<file path="src/rtl/dma_mem_responder.sv">
// -----------------------------------------------------------------------------
// dma_mem_responder
//
// Slave-side responder that sits between the DMA master request port and a
// single-port data SRAM macro. Level-held read/write requests are turned into
// single-cycle SRAM accesses with active-low enables. Each access is
// acknowledged with a one-cycle R_valid / W_done pulse, followed by one guard
// cycle (GAP) in which requests are not sampled. The guard cycle gives the
// master time to advance its registered address before the next acceptance.
//
// Optional build macro: RESP_ADDR_CHECK_EN
//   Defined   : addresses are checked at acceptance against the SRAM window
//               [BASE_ADDR, BASE_ADDR + 4*2^ADDR_W) and for word alignment.
//               A bad address skips the SRAM access, sets the sticky addr_err
//               flag, returns ERR_DATA on reads and drops write data, while
//               the completion pulse keeps its normal timing.
//   Undefined : no checking; the word index is AR/AW_ADDR[ADDR_W+1:2] and
//               addr_err stays 0.
//
// Ports:
//   clk, rst_n        clock, asynchronous active-low reset
//   R_req, AR_ADDR    read request (level) and byte address
//   R_DATA, R_valid   read data and one-cycle read-complete pulse
//   W_req, AW_ADDR,   write request (level), byte address and data
//   W_DATA
//   W_done            one-cycle write-complete pulse
//   CEB, WEB, A, DI   SRAM chip enable, write enable (active low), word
//                     address and write data
//   DO                SRAM read data (registered inside the SRAM)
//   busy              high whenever the responder is not idle
//   addr_err          sticky address-error flag
//
// All outputs are registered.
// -----------------------------------------------------------------------------
module dma_mem_responder #(
    parameter int unsigned ADDR_W    = 14,
    parameter logic [31:0] BASE_ADDR = 32'h1001_0000,
    parameter logic [31:0] ERR_DATA  = 32'hDEAD_BEEF
) (
    input  logic              clk,
    input  logic              rst_n,
    input  logic              R_req,
    input  logic [31:0]       AR_ADDR,
    output logic [31:0]       R_DATA,
    output logic              R_valid,
    input  logic              W_req,
    input  logic [31:0]       AW_ADDR,
    input  logic [31:0]       W_DATA,
    output logic              W_done,
    output logic              CEB,
    output logic              WEB,
    output logic [ADDR_W-1:0] A,
    output logic [31:0]       DI,
    input  logic [31:0]       DO,
    output logic              busy,
    output logic              addr_err
);

    typedef enum logic [2:0] {
        IDLE    = 3'd0,
        RD_WAIT = 3'd1,
        RD_RESP = 3'd2,
        WR_RESP = 3'd3,
        GAP     = 3'd4
    } state_t;

    state_t              state;
    state_t              state_nxt;

    logic                ceb_nxt;
    logic                web_nxt;
    logic [ADDR_W-1:0]   a_nxt;
    logic [31:0]         di_nxt;
    logic [31:0]         r_data_nxt;
    logic                r_valid_nxt;
    logic                w_done_nxt;
    logic                busy_nxt;
    logic                addr_err_nxt;

    // Writes win over a simultaneous read, so the write address is the one
    // examined whenever W_req is high.
    logic [31:0]         req_addr;
    assign req_addr = W_req ? AW_ADDR : AR_ADDR;

    function automatic logic [ADDR_W-1:0] word_idx(input logic [31:0] addr);
        return addr[ADDR_W+1:2];
    endfunction

`ifdef RESP_ADDR_CHECK_EN
    // Remembers whether the access in flight was rejected, so the response
    // state knows to return ERR_DATA instead of the SRAM output.
    logic acc_err;
    logic acc_err_nxt;
    logic req_ok;

    // 33-bit compare so a window touching the top of the 4 GiB map cannot wrap.
    function automatic logic addr_ok(input logic [31:0] addr);
        logic [32:0] lo;
        logic [32:0] hi;
        logic [32:0] ad;
        lo = {1'b0, BASE_ADDR};
        hi = lo + (33'd4 << ADDR_W);
        ad = {1'b0, addr};
        return (ad >= lo) && (ad < hi) && (addr[1:0] == 2'b00);
    endfunction

    assign req_ok = addr_ok(req_addr);
`else
    // Bits outside the word index and the check-only parameters have no
    // function in this build.
    logic unused_cfg;
    assign unused_cfg = ^{req_addr[31:ADDR_W+2], req_addr[1:0], BASE_ADDR, ERR_DATA};
`endif

    // State and output registers
    always_ff @(posedge clk or negedge rst_n) begin
        if (!rst_n) begin
            state    <= IDLE;
            CEB      <= 1'b1;
            WEB      <= 1'b1;
            A        <= '0;
            DI       <= '0;
            R_DATA   <= '0;
            R_valid  <= 1'b0;
            W_done   <= 1'b0;
            busy     <= 1'b0;
            addr_err <= 1'b0;
`ifdef RESP_ADDR_CHECK_EN
            acc_err  <= 1'b0;
`endif
        end else begin
            state    <= state_nxt;
            CEB      <= ceb_nxt;
            WEB      <= web_nxt;
            A        <= a_nxt;
            DI       <= di_nxt;
            R_DATA   <= r_data_nxt;
            R_valid  <= r_valid_nxt;
            W_done   <= w_done_nxt;
            busy     <= busy_nxt;
            addr_err <= addr_err_nxt;
`ifdef RESP_ADDR_CHECK_EN
            acc_err  <= acc_err_nxt;
`endif
        end
    end

    // Next-state logic
    always_comb begin
        state_nxt = state;
        unique case (state)
            IDLE: begin
                if (W_req)      state_nxt = WR_RESP;
                else if (R_req) state_nxt = RD_WAIT;
            end
            RD_WAIT: state_nxt = RD_RESP;
            RD_RESP: state_nxt = GAP;
            WR_RESP: state_nxt = GAP;
            GAP:     state_nxt = IDLE;
            default: state_nxt = IDLE;
        endcase
    end

    // Output logic: next values for the registered outputs. The enables
    // default high, which keeps every CEB=0 (and WEB=0) strobe one cycle long.
    always_comb begin
        ceb_nxt      = 1'b1;
        web_nxt      = 1'b1;
        a_nxt        = A;
        di_nxt       = DI;
        r_data_nxt   = R_DATA;
        r_valid_nxt  = 1'b0;
        w_done_nxt   = 1'b0;
        busy_nxt     = (state_nxt != IDLE);
        addr_err_nxt = addr_err;
`ifdef RESP_ADDR_CHECK_EN
        acc_err_nxt  = acc_err;
`endif
        unique case (state)
            IDLE: begin
                if (W_req || R_req) begin
`ifdef RESP_ADDR_CHECK_EN
                    acc_err_nxt = !req_ok;
                    if (req_ok) begin
                        ceb_nxt = 1'b0;
                        web_nxt = !W_req;
                        a_nxt   = word_idx(req_addr);
                        if (W_req) di_nxt = W_DATA;
                    end else begin
                        addr_err_nxt = 1'b1;
                    end
`else
                    ceb_nxt = 1'b0;
                    web_nxt = !W_req;
                    a_nxt   = word_idx(req_addr);
                    if (W_req) di_nxt = W_DATA;
`endif
                end
            end
            RD_RESP: begin
                r_valid_nxt = 1'b1;
`ifdef RESP_ADDR_CHECK_EN
                r_data_nxt  = acc_err ? ERR_DATA : DO;
`else
                r_data_nxt  = DO;
`endif
            end
            WR_RESP: begin
                w_done_nxt = 1'b1;
            end
            default: begin
            end
        endcase
    end

endmodule

</file>
<file path="config.mk">
export PLATFORM = sky130hd
export DESIGN_NAME = dma_mem_responder
export DESIGN_NICKNAME = d
export VERILOG_FILES = /design/src/rtl/dma_mem_responder.sv
export SDC_FILE = /design/constraint.sdc
export NUM_CORES = 1
export LEC_CHECK = 0
export BUFFER_PORTS_ARGS = -buffer_cell sky130_fd_sc_hd__buf_2
export CAP_MARGIN = 10
export CORE_MARGIN = 2
export CORE_UTILIZATION = 24
export DETAILED_ROUTE_END_ITERATION = 8
export MAX_ROUTING_LAYER = met4
export PLACE_DENSITY = 0.58
export REMOVE_ABC_BUFFERS = 1
export SYNTH_ARGS = -nofsm -noshare
export SYNTH_HDL_FRONTEND = slang
export SYNTH_SLANG_ARGS = --single-unit
export TNS_END_PERCENT = 1
</file>
<file path="constraint.sdc">
create_clock -name clk -period 3.3 [get_ports clk]
set_input_delay 0.33 -clock clk [delete_from_list [all_inputs] [get_ports clk]]
set_output_delay 0.33 -clock clk [all_outputs]
set_load 0.05 [all_outputs]
</file>
-- Word level (Yosys, flattened, before mapping)
Cells that the tools add are included.
W data, S select, Z words.
- word-level logic and storage cells: 29
- input port bits: 132
- register bits after elaboration: 86
- output and inout port bits: 84
- equal/unequal tests: 3
- multiplexer cells: 10
- reductions and logical operators: 7
- operator list (operator ; number):
    $mux W16 ; 1
    $pmux W3 S3 ; 1
    $eq A3 B2 Y1 const B ; 2
    $mux W1 ; 6
    $mux W3 ; 2
    $eq A3 B1 Y1 const B ; 1
    $logic_not A3 Y1 ; 1
    $reduce_and A3 Y1 ; 1
    $reduce_bool A3 Y1 ; 1
    $reduce_and A2 Y1 ; 1
    $reduce_or A2 Y1 ; 1
    $logic_not A1 Y1 ; 1
    $logic_or A1 B1 Y1 ; 1

-- Longest topological paths before layout
Gate-level depths: netlist of the first run.
- depth after elaboration: 4
- mapped depth: 5
- mapped depth without buffers: 3

-- Worst setup path after synthesis of the first run
Ideal clock, no wire load.
- path type: reg2reg
- from: reg state[0]
- to: reg DI[10]
- path slack: 1.855 ns
- period minus slack after synthesis: 1.445 ns
- required time: 3.175 ns
- path buffers: 2
- arrival time: 1.320 ns
- cell stages (with the launch flop): 6
- cell sequence: dfrtp_1 -> nor3_1 -> and2_4 -> buf_8 -> buf_12 -> mux2_4
- cells in the longest elaborated chain, start to end: 2
- RTL lines (element ; RTL line ; text):
    start, declared ; 67 ; state_t state;
    start signal, assigned ; 132 ; state <= state_nxt;
    $logic_not A3 Y1 ; 179 ; unique case (state)
    $reduce_and A3 Y1 (no source line) ; - ;
    end signal, assigned ; 136 ; DI <= di_nxt;
    end, declared ; 53 ; output logic [31:0] DI,
No other way between the ends.
A chain may end at the register's enable or synchronous reset.

-- Worst setup path in the final report of the first run
- from: reg state[0]
- to: reg A[3]
- cells in the longest elaborated chain, start to end: 2
- RTL lines (element ; RTL line ; text):
    $logic_not A3 Y1 ; 179 ;
    $reduce_and A2 Y1 (no source line) ; - ;
    end signal, assigned ; 135 ; A <= a_nxt;
    end, declared ; 52 ; output logic [ADDR_W-1:0] A,
No other way between the ends.

==> results of run 1 <==
==> flip-flops by register name, summed over array words and instances (netlist names) <==
signal,flops
A,14
WEB,1
R_valid,1
R_DATA,32
W_done,1
DI,32
state,3
busy,1
CEB,1
==> layout by cell type (no fill, tap or decap), types with 2 or more instances in the layout <==
master     instances
inv_1              2
clkbuf_8           3
mux2_2            17
clkinv_2           2
nor3_1             2
dfstp_2            2
clkbuf_16          9
mux2_1            10
dfrtp_1           84
buf_2            177
mux2_4            65
==> stage by stage <==
step	util, %	instances	cell area (um2)	setup slack, ns	hold WS, ns
6_report	32.90	574	4965	1.340	0.2116
5_1_grt	32.90	574	4965	1.182	0.1935
4_1_cts	32.65	572	4927	1.264	0.1851
3_5_place_dp	30.75	556	4639	1.263	0.4778
3_3_place_gp	30.75	556	4639	1.319	0.4583
2_1_floorplan	-	190	3510	1.141	0.03441
==> metal layers <==
layer	vias up	wire (um)	global-route usage [%]
met3	14	569	2.713
met4	0	165	5.236
met5	-	0	-
met1	1115	3403	11.75
met2	105	3570	15.32
li1	1056	-	-
==> cell usage after synthesis <==
library cell / count
buf_4: 1
mux2_1: 10
or3_1: 1
nor2_1: 1
and2b_1: 1
o21a_1: 1
buf_6: 6
dfstp_2: 2
buf_8: 1
mux2_4: 65
and2_4: 1
conb_1: 1
nor2b_4: 1
nor3_1: 2
and2_1: 1
inv_1: 2
buf_12: 4
dfrtp_1: 84
buf_2: 1
mux2_2: 17
==> final timing paths <==
kind | slack, ns | to | depth (start not counted)
max reg2reg | 1.34 | A[3] | 3
max | 1.34 | A[3] | 3
min | 0.21 | R_DATA[14] | 2
min reg2reg | 0.48 | state[1] | 1
max in group asynchronous | 2.16 | R_DATA[18] | 3
min in group asynchronous | 0.52 | DI[17] | 2
==> worst max-delay path: stages, from the launching register on <==
cell and delay [ns]:
dfrtp_1 0.40, nor3_1 0.27, o21a_1 0.75, mux2_2 0.42
==> layout make-up <==
| class | count | area, um2 |
|---|---|---|
| fill | 1528 | 10120 |
| sequential | 86 | 2155 |
| multi-input combinational | 102 | 1349 |
| timing repair buffer | 180 | 930.9 |
| clock buffer | 13 | 270.3 |
| tap | 188 | 235.2 |
| clock inverter | 3 | 17.52 |
| inverter | 2 | 7.507 |
==> cells by family after synthesis <==
kind of cell | after synthesis
buffers and inverters | 15
AOI/OAI and AO/OA | 1
and+or+nand+nor | 8
other | 1
DFF | 86
muxes | 92
==> results.py, run 1 <==
metrics = {
    "detailed_routing": {
        "drtAntennaViolNets": 0,
        "routedWlPerCell_um": 13.43,
        "routed_wl_um": 7709,
        "vias": 2290,
        "drt_pass1_iterations": 4,
        "drtIter0Drc": 49,
        "drc": 0,
        "vias_per_cell": 3.990,
    },
    "floorplan": {
        "num_rows": 45,
        "die-height_um": 127.9,
        "start_util_pct": 24.42,
        "core_mm2": 0.01509,
        "die_w_um": 127.9,
        "die_area_mm2": 0.01636,
        "io_pins": 216,
    },
    "timing": {
        "fin_tns_setup_ns": 0,
        "worst_pin_slew_ns": 1.057,
        "period_minus_slack_ns": 1.960,
        "slew_headroom_pct": 29.55,
        "maxClockFrequency_mhz": 510.2,
        "hold_viol_final": 0,
        "final.setup_skew_ns": 0.002329,
        "period_share_pct": 59.40,
        "rsz0062_at_grt": "no",
        "setup_viol": 0,
        "slew_viol_final": 0,
    },
    "min_path": {
        "min_path_type": "in -> reg",
        "hold_path.startpoint": "DO[14]",
    },
    "clocking": {
        "cts-resized-gates": 0,
        "root_buffer": "clkbuf_16",
        "clkSinkCount": 86,
        "h-tree-depth": 3,
        "cts_tree": "built",
        "postCtsSetupRepairBufs": 0,
        "cts_buffer_depth": 2,
        "clkTransAtPathRegs_ns": 0.06,
        "clk-insertion-delay-late_ns": 0.33,
        "cts_hold_buf": 0,
        "numCtsBuffers": 9,
    },
    "synth": {
        "synthMuxAreaShare_pct": 34.74,
        "yosys.area.top_type_share_pct": 57.05,
        "synth_fa_ha_area_share_pct": 0,
        "ys_seq_area_share_pct": 58.47,
        "synth_compound_area_share_pct": 0.2037,
        "synth_top_family_by_area": "multiplexers",
        "netlist_instances": 203,
        "ys_ff_latch": 86,
        "synthXorXnorAreaFrac_pct": 0,
        "synth_area_leaders": "dfrtp_1, mux2_4, mux2_2",
        "yosys.area_share.simple_pct": 1.528,
        "ys_types": 20,
        "synth.largest_area_cell": "dfrtp_1",
        "syn_avg_cell_area_um2": 18.15,
        "synth_area_mm2": 0.003685,
        "yosysWarnings": 0,
    },
    "global_route": {
        "grt_overflow_total": 0,
        "grt_usage_pct": 9.885,
        "grt_pass1_vias": 2380,
        "antenna_found_initial": 0,
        "grt_max_degree": 87,
        "grt_first_pass_wirelength_um": 12030,
    },
    "cells_and_area": {
        "drive_gt1_share_pct": 72.80,
        "fin_nets": 513,
        "area_growth_pct": 34.74,
        "num_antenna_cells": 0,
    },
    "flow_run": {
        "cap_violations": 0,
    },
    "placement": {
        "gp_congestion": 0.7267,
        "portBuffers": 178,
        "dp_hpwl_um": 5348,
    },
    "setup_path": {
        "crit_path_start_kind": "flop",
        "r2r-start": "state[0]",
        "cp.required_ns": 3.52,
        "startpoint": "state[0]",
        "end_kind": "flop",
        "worstPathMaxFanout": 17,
        "cp.arrival_ns": 2.18,
        "critPathKind": "reg -> reg",
    },
    "status": {
        "outcome": "completed",
    },
}
Power of run 1 is not shown: default switching activity piles up to over one toggle a cycle in this logic, so the estimate is an artifact.
==> run 2: changes to the inputs <==
ABC_AREA = 1   (was default)
PLACE_DENSITY = 0.6   (was 0.58)
clock period = 1.65 ns   (was 3.3 ns; I/O delays follow)
==> run 2 against run 1 <==
Compared with the run above: non-clock buffer count up 11; register-to-register slack worse by 1.0 ns; synthesized cell count up 100%; die area decreased by 3.8%; area after synthesis decreased by 3.9%; cell count rose by 35%; wire length increased by 26%; hold slack got worse by 0.19 ns; clock-buffer cell count decreased by 1; critical path type unchanged; highest routed layer unchanged.
==> results.py, run 2 <==
metrics = {
    "status": {
        "outcome": "completed",
    },
    "timing": {
        "fin_tns_setup_ns": 0,
        "maxClockFrequency_mhz": 741.8,
        "period_share_pct": 81.70,
        "final.setup_skew_ns": 0.004904,
        "hold_viol_final": 0,
        "slew_viol_final": 0,
        "period_minus_slack_ns": 1.348,
        "rsz0062_at_grt": "no",
        "setup_viol": 0,
    },
    "synth": {
        "synth_fa_ha_area_share_pct": 0,
        "synth_most_common_cell": "nand2_1",
        "synth_top_family_by_area": "simple AND/OR/NAND/NOR gates",
        "synthMuxAreaShare_pct": 0,
        "synth_compound_area_share_pct": 0.1413,
        "synth_area_leaders": "dfrtp_1, nand2_1, nand4_1",
        "ys_async_sr_fraction_pct": 100.0,
        "yosys.area_share.simple_pct": 34.09,
        "synthFlopType": "dfrtp_1",
        "yosysWarnings": 0,
        "yosys.area.top_type_share_pct": 59.34,
        "synthXorXnorAreaFrac_pct": 0,
        "ys_types": 18,
        "synthTopCellsByCount": "nand2_1, dfrtp_1, nand4_1, buf_2, nand3_1",
        "synth_edf_count": 0,
        "synth_area_mm2": 0.003542,
        "synth.largest_area_cell": "dfrtp_1",
        "ys_ff_latch": 86,
        "syn_avg_cell_area_um2": 8.703,
        "netlist_instances": 407,
        "ys_seq_area_share_pct": 60.83,
    },
    "cells_and_area": {
        "final_cell_mix": "nand2_1, buf_2, dfrtp_1",
        "top_regs": "DI: 32 flops, R_DATA: 32 flops, A: 14 flops",
        "layout_commonest_cell": "nand2_1",
        "fillers": 1528,
        "area_growth_pct": 40.27,
        "fin_nets": 716,
        "finish.instance_area_mm2": 0.004969,
        "drive_gt1_share_pct": 36.67,
        "num_antenna_cells": 0,
    },
    "floorplan": {
        "die-height_um": 125.5,
        "core_mm2": 0.01448,
        "die_area_mm2": 0.01575,
        "start_util_pct": 24.46,
        "io_pins": 216,
        "num_rows": 44,
        "die_w_um": 125.5,
    },
    "clocking": {
        "numCtsBuffers": 9,
        "clkTransAtPathRegs_ns": 0.06,
        "cts_tree": "built",
        "clk-insertion-delay-late_ns": 0.34,
        "root_buffer": "clkbuf_16",
        "cts_buffer_depth": 2,
        "clkSinkCount": 86,
        "h-tree-depth": 3,
    },
    "setup_path": {
        "cp.required_ns": 1.88,
        "crit_path_start_kind": "flop",
        "end_kind": "flop",
        "worstPathMaxFanout": 17,
        "critPathKind": "reg -> reg",
        "regToRegSetupSlack_ns": 0.30,
        "cp.arrival_ns": 1.58,
    },
    "detailed_routing": {
        "drtAntennaViolNets": 0,
        "drt_pass1_iterations": 4,
        "drc": 0,
        "routed_wl_um": 9715,
        "vias_per_cell": 4.180,
        "routedWlPerCell_um": 12.57,
        "drtIter0Drc": 108,
        "vias": 3231,
    },
    "placement": {
        "dp_hpwl_um": 6815,
        "gp_congestion": 0.7564,
        "portBuffers": 178,
        "placed_cell_area_mm2": 0.004632,
    },
    "global_route": {
        "grt_use_met2_pct": 19.30,
        "grt_pass1_vias": 3069,
        "met1_usage_pct": 17.13,
        "grt_first_pass_wirelength_um": 15840,
        "grt_max_degree": 87,
        "use_met3_pct": 2.696,
        "antenna_found_initial": 0,
        "grt_overflow_total": 0,
        "top_usage_layer": "met2",
        "grt_usage_pct": 13.01,
    },
    "power": {
        "power_density_mw_per_mm2": 2552,
        "irDropWorstVdd_mv": 0.8676,
        "leakage_nw": 2.883,
        "power_mw": 12.68,
    },
    "flow_run": {
        "cap_violations": 0,
    },
    "min_path": {
        "min_path_type": "in -> reg",
    },
}
==> run 2: cell types whose count changed after synthesis, moves of 3 or more <==
cell,delta
clkbuf_1,+4
buf_2,+16
nand3_1,+15
mux2_4,-65
nand2_1,+231
inv_2,+4
mux2_1,-10
nand4_1,+32
buf_12,-4
mux2_2,-17
buf_6,-3
==> run 2: per-stage QoR <==
stage / worst slack, ns / hold slack [ns] / cells / util [%]
after floorplan: -0.03331 / -0.1306 / 382 / -
after global placement: 0.2843 / 0.2451 / 755 / 31.99
after detailed placement: 0.2905 / 0.2439 / 755 / 31.99
after CTS: 0.2799 / 0.0005694 / 773 / 34.32
after global routing: 0.1448 / 0.01910 / 773 / 34.32
final: 0.3020 / 0.02078 / 773 / 34.32
==> run 2: critical path, cell delays in order, from the launching register on <==
cell and delay, ns:
dfrtp_1 0.45, nor2_4 0.21, nand3_2 0.35, nand2_1 0.16, nand2_1 0.06
==> run 2: kinds of logic after synthesis <==
kind of cell    after synthesis
compound gates                1
buf+inv                      33
flops                        86
other cells                   1
simple gates                286
==> run 2: cell type report <==
cell class,instances,area [um2],share of cell area (%)
clock buffers,12,246.5,4.961
clock inverters,4,70.07,1.410
inverters,8,30.03,0.6044
multi-input cells,288,1216,24.48
flip-flops and latches,86,2155,43.36
well taps,184,230.2,4.634
repair buffers,191,1021,20.55
==> run 2: repair_timing <==
action                    4_1_cts  5_1_grt
resized for setup               0        0
buffers inserted                0        0
hold endpoints to repair       85        0
hold buffers                    2        0
==> run 2: path summary, 6_finish.rpt <==
check                             to  cells after the start     start
max in group asynchronous        CEB                      3     rst_n
min in group asynchronous     DI[11]                      3     rst_n
setup reg to reg                A[6]                      4  state[2]
hold reg to reg                DI[8]                      2     DI[8]
hold / removal             R_DATA[7]                      3     DO[7]
setup / recovery                A[6]                      4  state[2]
==> run 2: where the power goes <==
group	leakage (nW)	switching (mW)	internal (mW)
registers	1.06	0.495	3.14
logic	1.66	5.41	1.49
clock network	0.157	0.785	1.36
total	2.88	6.69	5.99
==> run 2: metal layers <==
metal / vias up / share of wire [%]
met5: - / 0
met4: 0 / 2.0
met3: 13 / 5.7
met2: 105 / 46
met1: 1478 / 46
li1: 1635 / -
(Power assumes the default switching activity.)
==> run 3: changes to the inputs <==
clock period = 1.1 ns   (was 1.65 ns; I/O delays follow)
==> run 3 against run 2 <==
Compared with the run above: the run now ends with setup timing left; first-iteration DRC count is 49% higher; non-clock buffer count rose by 43; clock skew down 0.0014 ns; hold slack gained 0.0020 ns; combinational power rose by 67%; sequential power increased by 52%; die area is the same; power increased by 59%; cell count rose by 5.6%; sequential share of layout area fell by 4.7 points; via count up 5.7%; flip-flop and latch count did not move; highest routed layer unchanged.
==> results.py, run 3 (synthesized netlist as in run 2, its figures left out) <==
metrics = {
    "clocking": {
        "h-tree-depth": 3,
        "postCtsSetupRepairBufs": 0,
        "clkSinkCount": 86,
        "cts_buffer_depth": 2,
        "numCtsBuffers": 9,
        "cts_tree": "built",
        "root_buffer": "clkbuf_16",
        "clk-insertion-delay-late_ns": 0.33,
        "clkTransAtPathRegs_ns": 0.06,
    },
    "timing": {
        "finalWorstSetupSlack_ns": -0.03450,
        "slew_viol_final": 0,
        "maxClockFrequency_mhz": 881.4,
        "rsz0062_at_grt": "yes",
        "timing.hold.ws_ns": 0.02276,
        "setup_viol": 39,
        "period_share_pct": 103.1,
        "hold_viol_final": 0,
        "period_minus_slack_ns": 1.134,
        "final.setup_skew_ns": 0.003520,
    },
    "floorplan": {
        "num_rows": 44,
        "die_w_um": 125.5,
        "die-height_um": 125.5,
        "start_util_pct": 24.46,
        "core_mm2": 0.01448,
        "die_area_mm2": 0.01575,
        "io_pins": 216,
    },
    "detailed_routing": {
        "routedWlPerCell_um": 13.30,
        "vias_per_cell": 4.186,
        "drtIter0Drc": 161,
        "vias": 3416,
        "drt_pass1_iterations": 4,
        "drc": 0,
        "drtAntennaViolNets": 0,
        "routed_wl_um": 10850,
    },
    "setup_path": {
        "cp.arrival_ns": 1.36,
        "cpMaxStageDelayCell": "dfrtp_2",
        "cp.required_ns": 1.32,
        "crit_path_start_kind": "flop",
        "crit_chain": "nor2_4 -> nand3_2 -> buf_12 -> nand2_1 -> nand2_1",
        "end_kind": "flop",
        "worstPathMaxFanout": 33,
        "crit_top_cell": "nand2_1",
        "critPathKind": "reg -> reg",
        "slowest_delay_ns": 0.44,
    },
    "global_route": {
        "grt_overflow_total": 0,
        "grt_usage_pct": 14.23,
        "antenna_found_initial": 0,
        "grt_max_degree": 34,
        "grt_first_pass_wirelength_um": 17450,
        "grt_pass1_vias": 3459,
    },
    "power": {
        "cellInternalPower_mw": 9.803,
        "power_frac_seq_pct": 27.6,
        "p_sw_mw": 10.33,
        "clockPowerShare_pct": 15.3,
        "sw_frac_of_total_pct": 51.32,
        "irDropWorstVdd_mv": 1.282,
        "power_density_mw_per_mm2": 3613,
        "leakage_nw": 3.112,
        "combPwrFrac_pct": 57.2,
    },
    "status": {
        "outcome": "complete, but fails checks",
        "violations": "setup timing",
    },
    "cells_and_area": {
        "fin_nets": 759,
        "area_growth_pct": 57.37,
        "drive_gt1_share_pct": 36.08,
        "final_cell_count_no_fill": 816,
        "layout_commonest_cell": "nand2_1",
        "top_regs": "DI: 32 flops, R_DATA: 32 flops, A: 14 flops",
        "final_cell_mix": "nand2_1, buf_2, dfrtp_1",
        "seqCellArea_mm2": 0.002156,
        "multiInputGateArea_mm2": 0.001221,
        "num_antenna_cells": 0,
        "fillers": 1493,
    },
    "placement": {
        "dp_hpwl_um": 7278,
        "placedCellCount": 767,
        "portBuffers": 178,
        "gp_congestion": 0.7493,
    },
    "min_path": {
        "min_path_type": "in -> reg",
    },
    "flow_run": {
        "cap_violations": 0,
    },
}
run 3: cell count changes in the layout (fill, tap and decap cells not counted), moves of 6 or more:
cell	change
buf_12	+6
buf_2	-46
buf_4	+9
clkbuf_4	+39
dlygate4sd3_1	+31
run 3: path summary, 6_finish.rpt:
path	cells after the start	slack (ns)	startpoint	end
setup reg to reg	5	-0.03	state[2]	DI[30]
max in group asynchronous	3	0.40	rst_n	WEB
hold reg to reg	2	0.47	DI[19]	DI[19]
setup / recovery	5	-0.03	state[2]	DI[30]
min in group asynchronous	2	0.20	rst_n	DI[12]
hold / removal	3	0.02	W_DATA[25]	DI[25]
run 3: layout make-up:
type / count / share of cell area, %
Clock inverter: 1 / 0.5387
Multi-Input combinational cell: 288 / 21.91
Sequential cell: 86 / 38.68
Inverter: 8 / 0.6285
Timing Repair Buffer: 234 / 29.32
Clock buffer: 15 / 4.804
Tap cell: 184 / 4.130
run 3: repair_timing:
action | CTS | global route
resized for setup | 16 | 42
hold buffers | 33 | 0
endpoints found under the setup margin | 84 | 120
hold endpoints to repair | 116 | 0
run 3: metrics by stage:
stage	total power, mW	TNS (ns)	worst slack, ns	area, um2	util, %
final	20.14	-0.6397	-0.03450	5574	38.50
after global routing	21.33	-5.215	-0.1190	5574	38.50
after CTS	19.95	-1.566	-0.05419	5472	37.79
after detailed placement	16.52	-3.093	-0.07515	4797	33.13
after global placement	16.40	-2.234	-0.04264	4797	33.13
after floorplan	13.01	-44.37	-0.5833	3401	-
run 3: power groups by stage:
| stage | clock [mW] | sequential [mW] | combinational [mW] |
|---|---|---|---|
| after floorplan | 0 | 10.6 | 2.45 |
| after global placement | 0 | 5.49 | 10.9 |
| after detailed placement | 0 | 5.51 | 11.0 |
| after CTS | 3.19 | 5.52 | 11.2 |
| after global routing | 3.32 | 5.73 | 12.3 |
| final | 3.07 | 5.55 | 11.5 |
run 3: metal layers:
metal	global-route usage, %	wire length [um]	share of wire, %	vias to the layer above
met2	23.05	5260	48	110
met4	5.098	196	1.8	0
met1	17.26	4838	45	1562
met3	3.509	559	5.2	16
li1	-	-	-	1728
met5	-	0	0	-
run 3: worst max-delay path: cells and delay by family, from the launching register on:
kind | cells | cell delay (ns)
flops | 1 | 0.44
simple gates | 4 | 0.38
buf+inv | 1 | 0.19
